<file path="src/rtl/mem_req_scheduler_pkg.sv">
// Shared definitions for the memory request scheduler.
// Contents:
//   BUS_NONE / BUS_LOAD / BUS_STORE   memory bus command encodings
//   src_e                             owner of a tag table entry (IF or LSQ)
//   tag_entry_t                       one tag table entry {valid, src, lsq_tag}
//   MEM_TAG_W_DEF                     default memory tag width
//   LSQ_TAG_MAX_W                     storage width of the lsq_tag field
package mem_req_scheduler_pkg;

  localparam logic [1:0] BUS_NONE  = 2'h0;
  localparam logic [1:0] BUS_LOAD  = 2'h1;
  localparam logic [1:0] BUS_STORE = 2'h2;

  localparam int MEM_TAG_W_DEF = 4;

  // The entry struct is shared, so it carries a fixed-width LSQ tag field.
  // Users with a narrower LSQ tag zero-extend on write and slice on read.
  localparam int LSQ_TAG_MAX_W = 8;

  typedef enum logic {
    SRC_IF  = 1'b0,
    SRC_LSQ = 1'b1
  } src_e;

  typedef struct packed {
    logic                     valid;
    src_e                     src;
    logic [LSQ_TAG_MAX_W-1:0] lsq_tag;
  } tag_entry_t;

endpackage

</file>
<file path="src/rtl/mem_req_scheduler_tag_table.sv">
// Tag ownership table for outstanding memory loads.
// Ports:
//   clock, reset       system clock, synchronous active-high reset
//   alloc_en/tag/src/lsq_tag   write entry[alloc_tag] with a new owner
//   lookup_tag         returning memory tag (0 = nothing returning)
//   hit, hit_entry     lookup found a valid entry; that entry is freed
//   count              registered number of valid entries
module mem_req_scheduler_tag_table
  import mem_req_scheduler_pkg::*;
#(
  parameter int MEM_TAG_W = MEM_TAG_W_DEF,
  parameter int LSQ_TAG_W = 5
) (
  input  logic                 clock,
  input  logic                 reset,
  input  logic                 alloc_en,
  input  logic [MEM_TAG_W-1:0] alloc_tag,
  input  src_e                 alloc_src,
  input  logic [LSQ_TAG_W-1:0] alloc_lsq_tag,
  input  logic [MEM_TAG_W-1:0] lookup_tag,
  output logic                 hit,
  output tag_entry_t           hit_entry,
  output logic [MEM_TAG_W-1:0] count
);

  localparam int DEPTH = 1 << MEM_TAG_W;

  tag_entry_t           tbl      [DEPTH];
  tag_entry_t           next_tbl [DEPTH];
  logic [MEM_TAG_W-1:0] next_count;

  // Tag 0 means "no tag", so entry 0 never hits and is never written.
  always_comb begin
    hit       = (lookup_tag != '0) && tbl[lookup_tag].valid;
    hit_entry = tbl[lookup_tag];
    next_tbl  = tbl;
    // Free first, then allocate: a same-cycle free and re-allocate of one
    // tag leaves the entry valid with the new owner.
    if (hit) begin
      next_tbl[lookup_tag].valid = 1'b0;
    end
    if (alloc_en && (alloc_tag != '0)) begin
      next_tbl[alloc_tag].valid   = 1'b1;
      next_tbl[alloc_tag].src     = alloc_src;
      next_tbl[alloc_tag].lsq_tag = LSQ_TAG_MAX_W'(alloc_lsq_tag);
    end
    // Counting the post-update table makes alloc+free in one cycle net zero.
    next_count = '0;
    for (int i = 1; i < DEPTH; i++) begin
      next_count = next_count + {{(MEM_TAG_W-1){1'b0}}, next_tbl[i].valid};
    end
  end

  always_ff @(posedge clock) begin
    if (reset) begin
      for (int i = 0; i < DEPTH; i++) begin
        tbl[i] <= '0;
      end
      count <= '0;
    end else begin
      for (int i = 0; i < DEPTH; i++) begin
        tbl[i] <= next_tbl[i];
      end
      count <= next_count;
    end
  end

endmodule

</file>
<file path="src/rtl/mem_req_scheduler.sv">
// Memory request scheduler: arbitrates the single memory port between the
// fetch stage (IF) and the load/store queue (LSQ), tracks which requester
// owns each outstanding load tag and routes out-of-order returns.
// Ports:
//   clock, reset                         clock, synchronous active-high reset
//   if_req_valid/addr, if_grant          IF load request and acceptance
//   if_resp_valid/data                   IF load data (1 cycle after return)
//   lsq_req_valid/read/addr/data/tag     LSQ load/store request
//   lsq_grant                            LSQ request acceptance
//   lsq_resp_valid/data/tag              LSQ load data and its LSQ tag
//   proc2mem_command/addr/data           memory command bus
//   mem2proc_response/data/tag           memory accept tag and return data
//   outstanding                          number of tracked loads
//   spurious_err                         sticky: return with no owner
//
// Handshake: a requester asserts its valid and holds the request until its
// grant is seen high in the same cycle. A grant is given only to the
// arbitration winner and only when memory accepts (mem2proc_response != 0).
module mem_req_scheduler
  import mem_req_scheduler_pkg::*;
#(
  parameter int MEM_TAG_W    = MEM_TAG_W_DEF,
  parameter int LSQ_TAG_W    = 5,
  parameter int STARVE_LIMIT = 4
) (
  input  logic                 clock,
  input  logic                 reset,
  input  logic                 if_req_valid,
  input  logic [63:0]          if_req_addr,
  output logic                 if_grant,
  output logic                 if_resp_valid,
  output logic [63:0]          if_resp_data,
  input  logic                 lsq_req_valid,
  input  logic                 lsq_req_read,
  input  logic [63:0]          lsq_req_addr,
  input  logic [63:0]          lsq_req_data,
  input  logic [LSQ_TAG_W-1:0] lsq_req_tag,
  output logic                 lsq_grant,
  output logic                 lsq_resp_valid,
  output logic [63:0]          lsq_resp_data,
  output logic [LSQ_TAG_W-1:0] lsq_resp_tag,
  output logic [1:0]           proc2mem_command,
  output logic [63:0]          proc2mem_addr,
  output logic [63:0]          proc2mem_data,
  input  logic [MEM_TAG_W-1:0] mem2proc_response,
  input  logic [63:0]          mem2proc_data,
  input  logic [MEM_TAG_W-1:0] mem2proc_tag,
  output logic [MEM_TAG_W-1:0] outstanding,
  output logic                 spurious_err
);

  localparam int                CNT_W = $clog2(STARVE_LIMIT + 1);
  localparam logic [CNT_W-1:0] LIMIT = CNT_W'(STARVE_LIMIT);

  logic [CNT_W-1:0] starve_cnt;
  logic             mem_ready;
  logic             if_wins;
  logic             lsq_wins;
  logic             alloc_en;
  src_e             alloc_src;
  logic             hit;
  tag_entry_t       hit_entry;
  logic             hit_if;
  logic             hit_lsq;

  always_comb begin
    mem_ready = (mem2proc_response != '0);
    // LSQ has priority unless IF has been denied STARVE_LIMIT cycles in a row.
    if_wins   = if_req_valid && ((starve_cnt == LIMIT) || !lsq_req_valid);
    lsq_wins  = lsq_req_valid && !if_wins;

    proc2mem_command = BUS_NONE;
    proc2mem_addr    = '0;
    proc2mem_data    = '0;
    if (if_wins) begin
      proc2mem_command = BUS_LOAD;
      proc2mem_addr    = if_req_addr;
    end else if (lsq_wins) begin
      proc2mem_command = lsq_req_read ? BUS_LOAD : BUS_STORE;
      proc2mem_addr    = lsq_req_addr;
      proc2mem_data    = lsq_req_read ? 64'h0 : lsq_req_data;
    end
    // Never issue to memory while in reset; address/data may still follow.
    if (reset) begin
      proc2mem_command = BUS_NONE;
    end

    if_grant  = if_wins  && mem_ready && !reset;
    lsq_grant = lsq_wins && mem_ready && !reset;

    // Stores complete without a return, so only loads take a tag entry.
    alloc_en  = if_grant || (lsq_grant && lsq_req_read);
    alloc_src = if_grant ? SRC_IF : SRC_LSQ;

    hit_if  = hit && (hit_entry.src == SRC_IF);
    hit_lsq = hit && (hit_entry.src == SRC_LSQ);
  end

  mem_req_scheduler_tag_table #(
    .MEM_TAG_W (MEM_TAG_W),
    .LSQ_TAG_W (LSQ_TAG_W)
  ) u_tag_table (
    .clock         (clock),
    .reset         (reset),
    .alloc_en      (alloc_en),
    .alloc_tag     (mem2proc_response),
    .alloc_src     (alloc_src),
    .alloc_lsq_tag (lsq_req_tag),
    .lookup_tag    (mem2proc_tag),
    .hit           (hit),
    .hit_entry     (hit_entry),
    .count         (outstanding)
  );

  always_ff @(posedge clock) begin
    if (reset) begin
      starve_cnt <= '0;
    end else if (if_req_valid && !if_grant) begin
      if (starve_cnt != LIMIT) begin
        starve_cnt <= starve_cnt + 1'b1;
      end
    end else begin
      starve_cnt <= '0;
    end
  end

  always_ff @(posedge clock) begin
    if (reset) begin
      if_resp_valid  <= 1'b0;
      if_resp_data   <= '0;
      lsq_resp_valid <= 1'b0;
      lsq_resp_data  <= '0;
      lsq_resp_tag   <= '0;
      spurious_err   <= 1'b0;
    end else begin
      if_resp_valid  <= hit_if;
      if_resp_data   <= hit_if ? mem2proc_data : 64'h0;
      lsq_resp_valid <= hit_lsq;
      lsq_resp_data  <= hit_lsq ? mem2proc_data : 64'h0;
      lsq_resp_tag   <= hit_lsq ? hit_entry.lsq_tag[LSQ_TAG_W-1:0] : '0;
      if ((mem2proc_tag != '0) && !hit) begin
        spurious_err <= 1'b1;
      end
    end
  end

endmodule

</file>
<file path="config.mk">
export PLATFORM = sky130hd
export DESIGN_NAME = mem_req_scheduler
export DESIGN_NICKNAME = d
export VERILOG_FILES = /design/src/rtl/mem_req_scheduler_pkg.sv /design/src/rtl/mem_req_scheduler_tag_table.sv /design/src/rtl/mem_req_scheduler.sv
export SDC_FILE = /design/constraint.sdc
export NUM_CORES = 1
export LEC_CHECK = 0
export ABC_AREA = 0
export ABC_CLOCK_PERIOD_IN_PS = 11900
export CAP_MARGIN = 20
export CORE_AREA = 4 4 210 212
export CTS_BUF_LIST = sky130_fd_sc_hd__clkbuf_16
export CTS_CLUSTER_SIZE = 25
export DETAILED_ROUTE_END_ITERATION = 10
export DIE_AREA = 0 0 214 216
export PLACE_DENSITY = 0.68
export SLEW_MARGIN = 20
export SYNTH_ARGS = -nofsm -noshare
export SYNTH_HDL_FRONTEND = slang
export SYNTH_HIERARCHICAL = 1
export SYNTH_SLANG_ARGS = --single-unit
</file>
<file path="constraint.sdc">
create_clock -name clock -period 11.9 [get_ports clock]
set_clock_uncertainty 0.1 [all_clocks]
set_input_delay 2.38 -clock clock [delete_from_list [all_inputs] [get_ports clock]]
set_output_delay 2.38 -clock clock [all_outputs]
set_load 0.1 [all_outputs]
</file>
Yosys cells after proc, flatten, opt, wreduce, memory -nomap -nowiden
Cells that the tools add are included.
{ "classes": {"reduce_logical": 27, "mux": 27, "n_lt_le_gt_ge": 4, "addsub": 15, "n_eq_ne": 2, "n_bitwise": 6} }
{ "op_table": {"columns": ["cell", "count"], "rows": [
  ["160-bit bitwise mux", 4],
  ["160-bit two-way mux", 2],
  ["64-bit two-way mux", 5],
  ["10-bit demux with 4-bit select", 4],
  ["4-bit by 1-bit adder with 4-bit output", 13],
  ["10-bit binary-select mux with 4-bit select", 1],
  ["10-bit two-way mux", 4],
  ["1-bit logical AND", 15],
  ["5-bit >= comparator, second input constant", 2],
  ["5-bit by 1-bit < comparator with 1-bit output, second input constant", 2],
  ["4-bit inverter with 5-bit output", 2],
  ["9-bit two-way mux", 1],
  ["2-bit two-way mux", 4],
  ["8-bit two-way mux", 1],
  ["4-bit nonzero test", 2],
  ["2-bit OR reduction", 3],
  ["1-bit zero test", 5],
  ["1-bit inverter", 4],
  ["3-bit by 1-bit adder with 3-bit output, second input constant", 1],
  ["3-bit == test, second input constant", 1],
  ["3-bit != test, second input constant", 1],
  ["1-bit by 1-bit adder with 2-bit output", 1],
  ["1-bit logical OR", 2],
  ["1-bit two-way mux", 1]
]} }
{ "totals": {"regBits": 303, "wordCells": 137, "output_inout_bits": 272, "input_bits": 274} }

Longest topological paths before layout
Gate-level depths: netlist (run 1).
{ "depth": {"depth_word": 25, "mapped_depth": 25, "mapped_depth_nobuf": 20} }

Cells and area by module
Netlist (run 1), hierarchy kept.
{ "by_module_without_submodules": {"columns": ["module", "seq_area_each_um2", "cells_per_inst", "area_each_um2", "n_inst"], "rows": [
  ["mem_req_scheduler", 2782.7, 601, 5536.6, 1],
  ["mem_req_scheduler_tag_table", 2322.2, 584, 5326.4, 1]
]} }

Least setup slack after synthesis (run 1)
No wires, ideal clock.
{ "synth_path": {"kind": "input -> register", "startpoint": "input lsq_req_valid", "endpoint": "register u_tag_table.count[1]", "setup_slack_ns": 4.443, "cell_stages": 22, "arrival_ns": 7.290, "t_required_ns": 11.733, "cell_sequence": "buf_2 > a21bo_1 > buf_2 > buf_6 > buf_6 > a21boi_1 > or3b_1 > buf_2 > or2_1 > buf_2 > a21boi_1 > fa_1 > inv_1 > fa_1 > inv_1 > fa_1 > inv_1 > fa_1 > fa_1 > inv_1 > fa_1 > nor2_1"} }
{ "synth_between": {"elab_chain_len": 25, "elab_cells_between_ends": 27} }
{ "synth_lines": {"columns": ["item", "line_no", "text"], "rows": [
  ["start, declared", "mem_req_scheduler.sv:33", "input logic lsq_req_valid,"],
  ["1-bit zero test", "mem_req_scheduler.sv:69", "if_wins = if_req_valid && ((starve_cnt == LIMIT) || !lsq_req_valid);"],
  ["1-bit logical OR", "mem_req_scheduler.sv:69", null],
  ["1-bit logical AND", "mem_req_scheduler.sv:69", null],
  ["1-bit zero test", "mem_req_scheduler.sv:70", "lsq_wins = lsq_req_valid && !if_wins;"],
  ["1-bit logical AND", "mem_req_scheduler.sv:70", null],
  ["1-bit logical AND (2 in series)", "mem_req_scheduler.sv:89", "lsq_grant = lsq_wins && mem_ready && !reset;"],
  ["1-bit logical AND", "mem_req_scheduler.sv:92", "alloc_en = if_grant || (lsq_grant && lsq_req_read);"],
  ["1-bit logical OR (*)", "mem_req_scheduler.sv:92", null],
  ["net alloc_en", "mem_req_scheduler.sv:59", "logic alloc_en;"],
  ["1-bit logical AND (*)", "mem_req_scheduler_tag_table.sv:42", "if (alloc_en && (alloc_tag != '0)) begin"],
  ["160-bit two-way mux (*)", "mem_req_scheduler_tag_table.sv:42", null],
  ["1-bit by 1-bit adder with 2-bit output", "mem_req_scheduler_tag_table.sv:50", "next_count = next_count + {{(MEM_TAG_W-1){1'b0}}, next_tbl[i].valid};"],
  ["4-bit by 1-bit adder with 4-bit output (12 in series)", "mem_req_scheduler_tag_table.sv:50", null],
  ["4-bit by 1-bit adder with 4-bit output (*)", "mem_req_scheduler_tag_table.sv:50", null],
  ["end signal, assigned", "mem_req_scheduler_tag_table.sv:64", "count <= next_count;"],
  ["end, declared", "mem_req_scheduler_tag_table.sv:23", "output logic [MEM_TAG_W-1:0] count"]
]} }
The timed path passes the listed nets; every way through them passes the cells marked *.
A chain may end at the register's enable or synchronous reset.

Worst setup path in the final report (run 1)
{ "layout_path": {"startpoint": "input lsq_req_valid", "endpoint": "output proc2mem_addr[18]"} }
{ "layout_between": {"elab_chain_len": 7} }
{ "layout_lines": {"columns": ["item", "line_no", "text"], "rows": [
  ["1-bit zero test", "mem_req_scheduler.sv:69", null],
  ["1-bit logical OR", "mem_req_scheduler.sv:69", null],
  ["1-bit logical AND", "mem_req_scheduler.sv:69", null],
  ["1-bit zero test", "mem_req_scheduler.sv:70", null],
  ["1-bit logical AND", "mem_req_scheduler.sv:70", null],
  ["64-bit two-way mux", "mem_req_scheduler.sv:78", "end else if (lsq_wins) begin"],
  ["64-bit two-way mux (*)", "mem_req_scheduler.sv:75", "if (if_wins) begin"],
  ["end, declared", "mem_req_scheduler.sv:43", "output logic [63:0] proc2mem_addr,"]
]} }
Mark *: on every way between the ends. The rest lies on a longest branch, timed or not.

==> results.json, run 1 <==
{
  "status": "complete, no violations",
  "clock-sinks": 254,
  "viasPerCell": 4.59,
  "critPathKind": "input pin to output pin",
  "h-tree-depth": 1,
  "r2r_end": "u_tag_table/count[1]",
  "period_share_pct": 68.3,
  "hold_end": "u_tag_table/tbl[153]",
  "gp_congestion": 1.05,
  "clock_latency_ps": 560,
  "yosys_warnings": 6,
  "relSlewSlack_pct": 25.9,
  "cp_data_arrival_time_ps": 5640,
  "core_area_mm2": 0.0419,
  "drive_gt1_share_pct": 4.91,
  "routed_wl_um": 47600,
  "clkPwrFrac_pct": 35.5,
  "fmax_mhz": 123,
  "cts_resized": 0,
  "drt_first_iter_violations": 754,
  "dpl_worst_slack_ps": 3790,
  "maxCapViolations": 0,
  "cts_tree": "built",
  "p_seq_share_pct": 40.0,
  "internal-power_w": 0.00147,
  "met1_length_um": 16700,
  "path_max_fanout": 69,
  "worst_ep_required_time_ps": 9420,
  "antenna_found_initial": 8,
  "grt_usage_pct": 19.3,
  "synth_area_mm2": 0.0108,
  "io_buffers": 545,
  "grt_pass1_wl_um": 68000,
  "syn2layout_area_growth_pct": 62.0,
  "p_leak_nw": 7.28,
  "cts_setup_buffers": 0,
  "finalMaxSlewViolations": 0,
  "ant_nets": 0,
  "fin_tns_setup_ps": 0,
  "die_area_mm2": 0.0462,
  "hold_path.class": "flip-flop to flip-flop",
  "overflow": 0,
  "grt_max_degree": 71,
  "wire_per_inst_um": 21.3,
  "pwr-share-comb_pct": 24.5,
  "synth_nets": 1462,
  "worst_slew_pin_slew_ps": 1110,
  "ir_drop_mv": 0.0817,
  "place_hpwl_um": 37900,
  "initial_core_util_pct": 25.7,
  "switchingPower_w": 0.000697,
  "met2_length_um": 23200,
  "drt_pre_antenna_iters": 5,
  "whs_path_depth": 1,
  "final-setup-viol-count": 0,
  "vias": 10300,
  "syn_inst": 1174,
  "nNetsFinal": 1965,
  "swShare_pct": 32.2,
  "die_h_um": 216,
  "rsz0062_at_grt": "false",
  "avgSynthCellArea_um2": 9.19,
  "cts_made_buffers": 26,
  "min_from": "u_tag_table/tbl[153]",
  "fin_crit_ps": 8120,
  "wl_met3_um": 4510,
  "crit_path_end_kind": "output pin",
  "reg2reg_slack_ps": 6080,
  "holdBufCountCts": 0,
  "highest_layer": "met5",
  "rr_worst_depth": 19,
  "r2r_start": "starve_cnt[0]",
  "nFillCells": 4042,
  "die_x_um": 214,
  "rows": 75,
  "cts_root_buffer": "clkbuf_16",
  "grt_pass1_vias": 10500,
  "start_kind": "input pin",
  "fin_ws_ps": 3780,
  "drc": 0,
  "finalHoldViolations": 0,
  "p_per_area_mw_per_mm2": 124,
  "clkTransAtPathRegs_ps": 60,
  "clk_path_buf_depth": 3,
  "io_pins": 546
}
## sequential cells by signal, indices dropped and copies added (netlist names)
signal	flops
lsq_resp_tag	5
u_tag_table/tbl	111
starve_cnt	3
u_tag_table/count	4
spurious_err	1
if_resp_valid	1
lsq_resp_valid	1
if_resp_data	64
lsq_resp_data	64
## worst max-delay path by stage
| stage | to | cells past startpoint | slack (ps) | startpoint |
|---|---|---|---|---|
| 5_1_grt | proc2mem_addr[18] | 6 | 3650 | lsq_req_valid |
| 6_report | proc2mem_addr[18] | 6 | 3780 | lsq_req_valid |
| 2_1_floorplan | u_tag_table/count[1] | 22 | 4440 | lsq_req_valid |
| 3_3_place_gp | proc2mem_addr[13] | 6 | 3830 | lsq_req_valid |
| 4_1_cts | proc2mem_addr[26] | 6 | 3790 | lsq_req_valid |
| 3_5_place_dp | u_tag_table/count[2] | 19 | 3790 | mem2proc_response[3] |
## layout make-up
type                    instances  area [um2]  share of cell area [%]
repair buffers                561        5560                    31.8
diodes                          3        7.51                  0.0430
flip-flops and latches        254        5080                    29.1
inverters                      78         293                    1.68
clock buffers                  26         651                    3.72
well taps                     539         674                    3.86
multi-input cells             756        5060                    29.0
clock inverters                15         140                   0.802
## worst max-delay path: stages
cell and delay [ps]:
buf_2 80, buf_4 540, a21bo_4 220, buf_4 810
mux2i_1 310, clkdlybuf4s50_1 1220
## stage by stage
stage          hold WS (ps)  instances  cell area (um2)  power (W)  util [%]
2_1_floorplan           333       1174            10800    0.00121         -
3_3_place_gp            351       2188            16700    0.00141      39.8
3_5_place_dp            351       2188            16700    0.00141      39.8
4_1_cts                 368       2229            17500    0.00218      41.6
5_1_grt                 381       2229            17500    0.00223      41.6
6_report                370       2232            17500    0.00216      41.7
## metal layers
layer | track usage [%] | vias up
met5 | 0 | -
met4 | 11.3 | 6
met3 | 6.53 | 93
met2 | 33.7 | 564
met1 | 20.3 | 4795
li1 | - | 4792
## cells in the final DEF (no fill, tap or decap), types with 2 or more instances in the layout
cell / n
clkdlybuf4s50_1: 542
dfxtp_1: 254
and2_1: 198
nand2_1: 151
mux2i_1: 100
inv_1: 83
a21oi_1: 71
o21ai_0: 62
nor2_1: 59
clkbuf_16: 26
mux4_2: 25
nor2b_1: 18
buf_4: 17
a22oi_1: 13
nand3_1: 10
fa_1: 10
a21o_1: 5
ha_1: 4
clkinv_2: 4
diode_2: 3
a21boi_1: 3
nand2b_1: 3
clkinv_1: 3
nand3b_1: 3
or3_1: 3
nor3_2: 2
o22ai_1: 2
bufinv_16: 2
buf_2: 2
or2_1: 2
a21boi_0: 2
## power by group through the flow
| stage | registers, W | clock network [W] | logic (W) |
|---|---|---|---|
| after floorplan | 0.000933 | 0 | 0.000279 |
| after CTS | 0.000864 | 0.000788 | 0.000533 |
| after global routing | 0.000864 | 0.000819 | 0.000548 |
| final | 0.000864 | 0.000768 | 0.000530 |
| after global placement | 0.000882 | 0 | 0.000530 |
| after detailed placement | 0.000883 | 0 | 0.000531 |
Power figures use the tool's default switching activity.
==> run 2: changes to the inputs <==
- ABC_CLOCK_PERIOD_IN_PS: 11900 -> 8500
- clock period: 11.9 -> 8.5 ns (I/O delays scaled with it)
==> results.json, run 2 (same netlist as run 1, synthesis figures left out) <==
{
  "nFillCells": 4063,
  "final_cells": 2240,
  "place_hpwl_um": 34900,
  "cts_resized": 0,
  "finalHoldViolations": 0,
  "h-tree-depth": 1,
  "rows": 75,
  "place_area_mm2": 0.0167,
  "holdBufCountCts": 0,
  "drc": 0,
  "worst_slew_pin_slew_ps": 1170,
  "fin_area_mm2": 0.0175,
  "rr_worst_depth": 20,
  "p_per_area_mw_per_mm2": 173,
  "die_x_um": 214,
  "ant_nets": 0,
  "maxCapViolations": 0,
  "grt_max_degree": 99,
  "r2r_end": "u_tag_table/count[2]",
  "drt_first_iter_violations": 785,
  "hold_path.class": "flip-flop to flip-flop",
  "crit_path_end_kind": "output pin",
  "fin_ws_ps": 1580,
  "clk_path_buf_depth": 3,
  "cts_made_buffers": 26,
  "cts_root_buffer": "clkbuf_16",
  "finalMaxSlewViolations": 0,
  "largest_register_ffs": 111,
  "finalHoldWorstSlack_ps": 368,
  "clock_latency_ps": 560,
  "io_pins": 546,
  "viasPerCell": 4.47,
  "min_from": "u_tag_table/tbl[150]",
  "final-setup-viol-count": 0,
  "io_buffers": 545,
  "die_area_mm2": 0.0462,
  "fin_crit_ps": 6920,
  "grt_pass1_wl_um": 63200,
  "fmax_mhz": 145,
  "period_share_pct": 81.4,
  "nNetsFinal": 1964,
  "overflow": 0,
  "wire_per_inst_um": 19.5,
  "routed_wl_um": 43700,
  "initial_core_util_pct": 25.7,
  "gr-usage-met1_pct": 19.1,
  "die_h_um": 216,
  "clkTransAtPathRegs_ps": 60,
  "grt_usage_pct": 17.6,
  "clock-sinks": 254,
  "hold_end": "u_tag_table/tbl[150]",
  "fin_tns_setup_ps": 0,
  "syn2layout_area_growth_pct": 62.2,
  "path_max_fanout": 68,
  "met3_usage_pct": 5.84,
  "core_area_mm2": 0.0419,
  "use_met2_pct": 31.7,
  "dpl_worst_slack_ps": 1170,
  "critPathKind": "input pin to output pin",
  "r2r_start": "starve_cnt[0]",
  "drt_pre_antenna_iters": 5,
  "relSlewSlack_pct": 21.8,
  "mostFrequentLayoutCell": "clkdlybuf4s50_1",
  "grt_pass1_vias": 10000,
  "vias": 10000,
  "gp_congestion": 0.946,
  "drive_gt1_share_pct": 5.07,
  "max_flop_register": "u_tag_table/tbl",
  "start_kind": "input pin",
  "p_leak_nw": 7.28,
  "antenna_found_initial": 10,
  "rsz0062_at_grt": "false",
  "ir_drop_mv": 0.133,
  "cp_data_arrival_time_ps": 5120,
  "worst_ep_required_time_ps": 6700,
  "final_cell_mix": "clkdlybuf4s50_1 (542), dfxtp_1 (254), and2_1 (198)",
  "status": "complete, no violations",
  "whs_path_depth": 1,
  "gr-max-usage-layer": "met2",
  "dp.cells": 2187,
  "cts_setup_buffers": 0,
  "reg2reg_slack_ps": 2710,
  "reg_top3": "u_tag_table/tbl (111), if_resp_data (64), lsq_resp_data (64)",
  "cts_tree": "built"
}
-- run 2: cell count changes in the layout (fill, tap and decap cells not counted), sizes merged --
cell    previous run  this run
buf               19        18
bufinv             2         1
clkinv             8        15
diode              3         5
inv               83        84
-- run 2: how the worst max path moves through the flow --
stage,start,to,slack (ps),depth (start not counted)
floorplan,lsq_req_valid,u_tag_table/count[1],1720,22
global placement,mem2proc_response[3],u_tag_table/count[2],1260,19
detailed placement,mem2proc_response[3],u_tag_table/count[2],1170,19
CTS,if_req_valid,proc2mem_addr[34],1610,5
global route,mem2proc_response[3],u_tag_table/count[2],1360,19
finish,if_req_valid,proc2mem_addr[34],1580,5
-- run 2: where the power goes --
| part | internal, W | switching [W] | total, W | leakage (nW) |
|---|---|---|---|---|
| sequential | 0.00120 | 0.00000524 | 0.00121 | 2.05 |
| clock | 0.000593 | 0.000485 | 0.00108 | 0.416 |
| combinational | 0.000234 | 0.000500 | 0.000734 | 4.82 |
-- run 2: final cells by class --
| class | count | area [um2] | share of cell area (%) |
|---|---|---|---|
| diodes | 5 | 12.5 | 0.0715 |
| clock buffers | 26 | 651 | 3.72 |
| clock inverters | 22 | 160 | 0.915 |
| inverters | 78 | 293 | 1.67 |
| multi-input cells | 756 | 5060 | 28.9 |
| flip-flops and latches | 254 | 5080 | 29.1 |
| well taps | 539 | 674 | 3.85 |
| repair buffers | 560 | 5560 | 31.8 |
-- run 2: per-layer routing --
layer / vias to the layer above / share of wire (%)
li1: 4793 / -
met4: 4 / 3.9
met5: - / 0.055
met2: 492 / 50
met1: 4661 / 37
met3: 64 / 8.7
-- run 2: worst max-delay path: stages --
cell and delay, ps:
clkdlybuf4s50_1 490, a21bo_4 220, buf_4 810, mux2i_1 630
clkdlybuf4s50_1 1250
-- run 2: metrics by stage --
step	utilization (%)	power (W)
2_1_floorplan	-	0.00170
3_3_place_gp	39.7	0.00197
3_5_place_dp	39.7	0.00197
4_1_cts	41.7	0.00306
5_1_grt	41.7	0.00313
6_report	41.7	0.00302
==> run 3: changes to the inputs <==
- ABC_CLOCK_PERIOD_IN_PS: 8500 -> 6000
- PLACE_DENSITY: 0.68 -> 0.7
- clock period: 8.5 -> 6 ns (I/O delays scaled with it)
==> results.json, run 3 (same netlist as run 1, synthesis figures left out) <==
{
  "rows": 75,
  "die_area_mm2": 0.0462,
  "p_seq_share_pct": 37.9,
  "dpl_worst_slack_ps": -388,
  "place_area_mm2": 0.0166,
  "critPathKind": "input pin to flip-flop",
  "max_flop_register": "u_tag_table/tbl",
  "drc": 0,
  "syn2layout_area_growth_pct": 62.8,
  "core_area_mm2": 0.0419,
  "holdBufCountCts": 0,
  "hold_path.class": "flip-flop to flip-flop",
  "fin_crit_ps": 5790,
  "cts_tree": "built",
  "finalMaxSlewViolations": 0,
  "gp_congestion": 0.975,
  "rsz0062_at_grt": "false",
  "mostFrequentLayoutCell": "clkdlybuf4s50_1",
  "dp.cells": 2219,
  "initial_core_util_pct": 25.7,
  "pwr-share-comb_pct": 22.8,
  "p_leak_nw": 7.72,
  "cts_made_buffers": 28,
  "rr_worst_depth": 20,
  "drt_pre_antenna_iters": 5,
  "cts_setup_buffers": 0,
  "largest_register_ffs": 111,
  "cts_root_buffer": "clkbuf_16",
  "final_cells": 2271,
  "viasPerCell": 4.45,
  "cp_data_arrival_time_ps": 6120,
  "met3_usage_pct": 5.96,
  "maxCapViolations": 0,
  "antenna_found_initial": 4,
  "grt_max_degree": 67,
  "clkPwrFrac_pct": 39.3,
  "routed_wl_um": 45300,
  "final-setup-viol-count": 0,
  "worst_ep_required_time_ps": 6330,
  "die_h_um": 216,
  "period_share_pct": 96.6,
  "overflow": 0,
  "use_met2_pct": 31.9,
  "clk_path_buf_depth": 3,
  "nNetsFinal": 1998,
  "diodes": 0,
  "grt_pass1_wl_um": 65700,
  "fin_area_mm2": 0.0176,
  "r2r_start": "starve_cnt[0]",
  "crit_path_end_kind": "flip-flop",
  "wire_per_inst_um": 20.0,
  "io_buffers": 545,
  "clkTransAtPathRegs_ps": 60,
  "drt_first_iter_violations": 759,
  "worst_slew_pin_slew_ps": 1070,
  "drive_gt1_share_pct": 15.1,
  "reg2reg_slack_ps": 590,
  "grt_usage_pct": 18.5,
  "swShare_pct": 32.3,
  "vias": 10100,
  "gr-max-usage-layer": "met2",
  "switchingPower_w": 0.00146,
  "h-tree-depth": 1,
  "gr-usage-met1_pct": 21.3,
  "internal-power_w": 0.00306,
  "clock-sinks": 254,
  "grt_pass1_vias": 10300,
  "r2r_end": "u_tag_table/count[2]",
  "fin_ws_ps": 207,
  "finalHoldViolations": 0,
  "fmax_mhz": 173,
  "status": "complete, no violations",
  "path_max_fanout": 4,
  "ir_drop_mv": 0.153,
  "cp-endpoint": "u_tag_table/count[2]",
  "final_cell_mix": "clkdlybuf4s50_1 (409), dfxtp_1 (254), and2_1 (198)",
  "io_pins": 546,
  "clock_latency_ps": 570,
  "ant_nets": 0,
  "p_per_area_mw_per_mm2": 257,
  "place_hpwl_um": 36200,
  "die_x_um": 214,
  "reg_top3": "u_tag_table/tbl (111), if_resp_data (64), lsq_resp_data (64)",
  "nFillCells": 4052,
  "cts_resized": 0,
  "start_kind": "input pin",
  "relSlewSlack_pct": 28.1,
  "crit_start": "mem2proc_response[3]"
}
## run 3: cell types whose count changed in the layout (fill, tap and decap cells not counted), sizes merged, moves of 2 or more
cell / previous run / this run
clkdlybuf4s50: 542 / 409
diode: 5 / 0
clkbuf: 26 / 28
clkinvlp: 0 / 2
buf: 18 / 183
bufinv: 1 / 4
clkinv: 15 / 11
## run 3: layer usage
metal | share of wire (%) | routed length, um | up-vias
met2 | 48 | 21700 | 537
met4 | 4.2 | 1910 | 6
met5 | 0.084 | 38 | -
met1 | 39 | 17500 | 4622
met3 | 9.3 | 4200 | 79
li1 | - | - | 4865
## run 3: power groups by stage
stage,combinational (W),clock (W),sequential (W)
after detailed placement,0.00104,0,0.00175
final,0.00103,0.00177,0.00171
after floorplan,0.000556,0,0.00185
after CTS,0.00104,0.00182,0.00171
after global routing,0.00107,0.00188,0.00171
after global placement,0.00103,0,0.00175
## run 3: critical path, cell delays in order
cell             delay (ps)
clkdlybuf4s50_1         560
nor4_2                  100
nor2_1                  130
a21boi_2                290
or3b_1                  430
or2_1                   270
a21boi_4                150
fa_1                    520
inv_1                    50
fa_1                    480
inv_1                    50
fa_1                    470
inv_1                    50
fa_1                    500
fa_2                    220
inv_2                    40
fa_2                    370
xor2_1                  170
nor2_1                   60
## run 3: per-stage QoR
stage	hold slack, ps	utilization (%)	TNS, ps	power (W)
after floorplan	333	-	-306	0.00241
after global placement	350	39.6	-855	0.00278
after detailed placement	357	39.6	-1190	0.00279
after CTS	368	41.9	0	0.00458
after global routing	379	41.9	0	0.00467
final	367	41.9	0	0.00452
## run 3: final cells by class
cell class | count | area [um2] | area share, %
repair buffers | 592 | 5460 | 31.1
flip-flops and latches | 254 | 5080 | 29.0
multi-input cells | 756 | 5080 | 29.0
clock buffers | 28 | 701 | 3.99
well taps | 539 | 674 | 3.84
inverters | 78 | 293 | 1.67
clock inverters | 24 | 260 | 1.48
## run 3: how the worst min path moves through the flow
stage / start / endpoint / slack, ps / cells after the start
floorplan: u_tag_table/tbl[150] / u_tag_table/tbl[150] / 330 / 1
global placement: u_tag_table/tbl[158] / u_tag_table/tbl[158] / 350 / 1
detailed placement: u_tag_table/tbl[158] / u_tag_table/tbl[158] / 360 / 1
CTS: u_tag_table/tbl[158] / u_tag_table/tbl[158] / 370 / 1
global route: u_tag_table/tbl[154] / u_tag_table/tbl[154] / 380 / 1
finish: u_tag_table/tbl[154] / u_tag_table/tbl[154] / 370 / 1
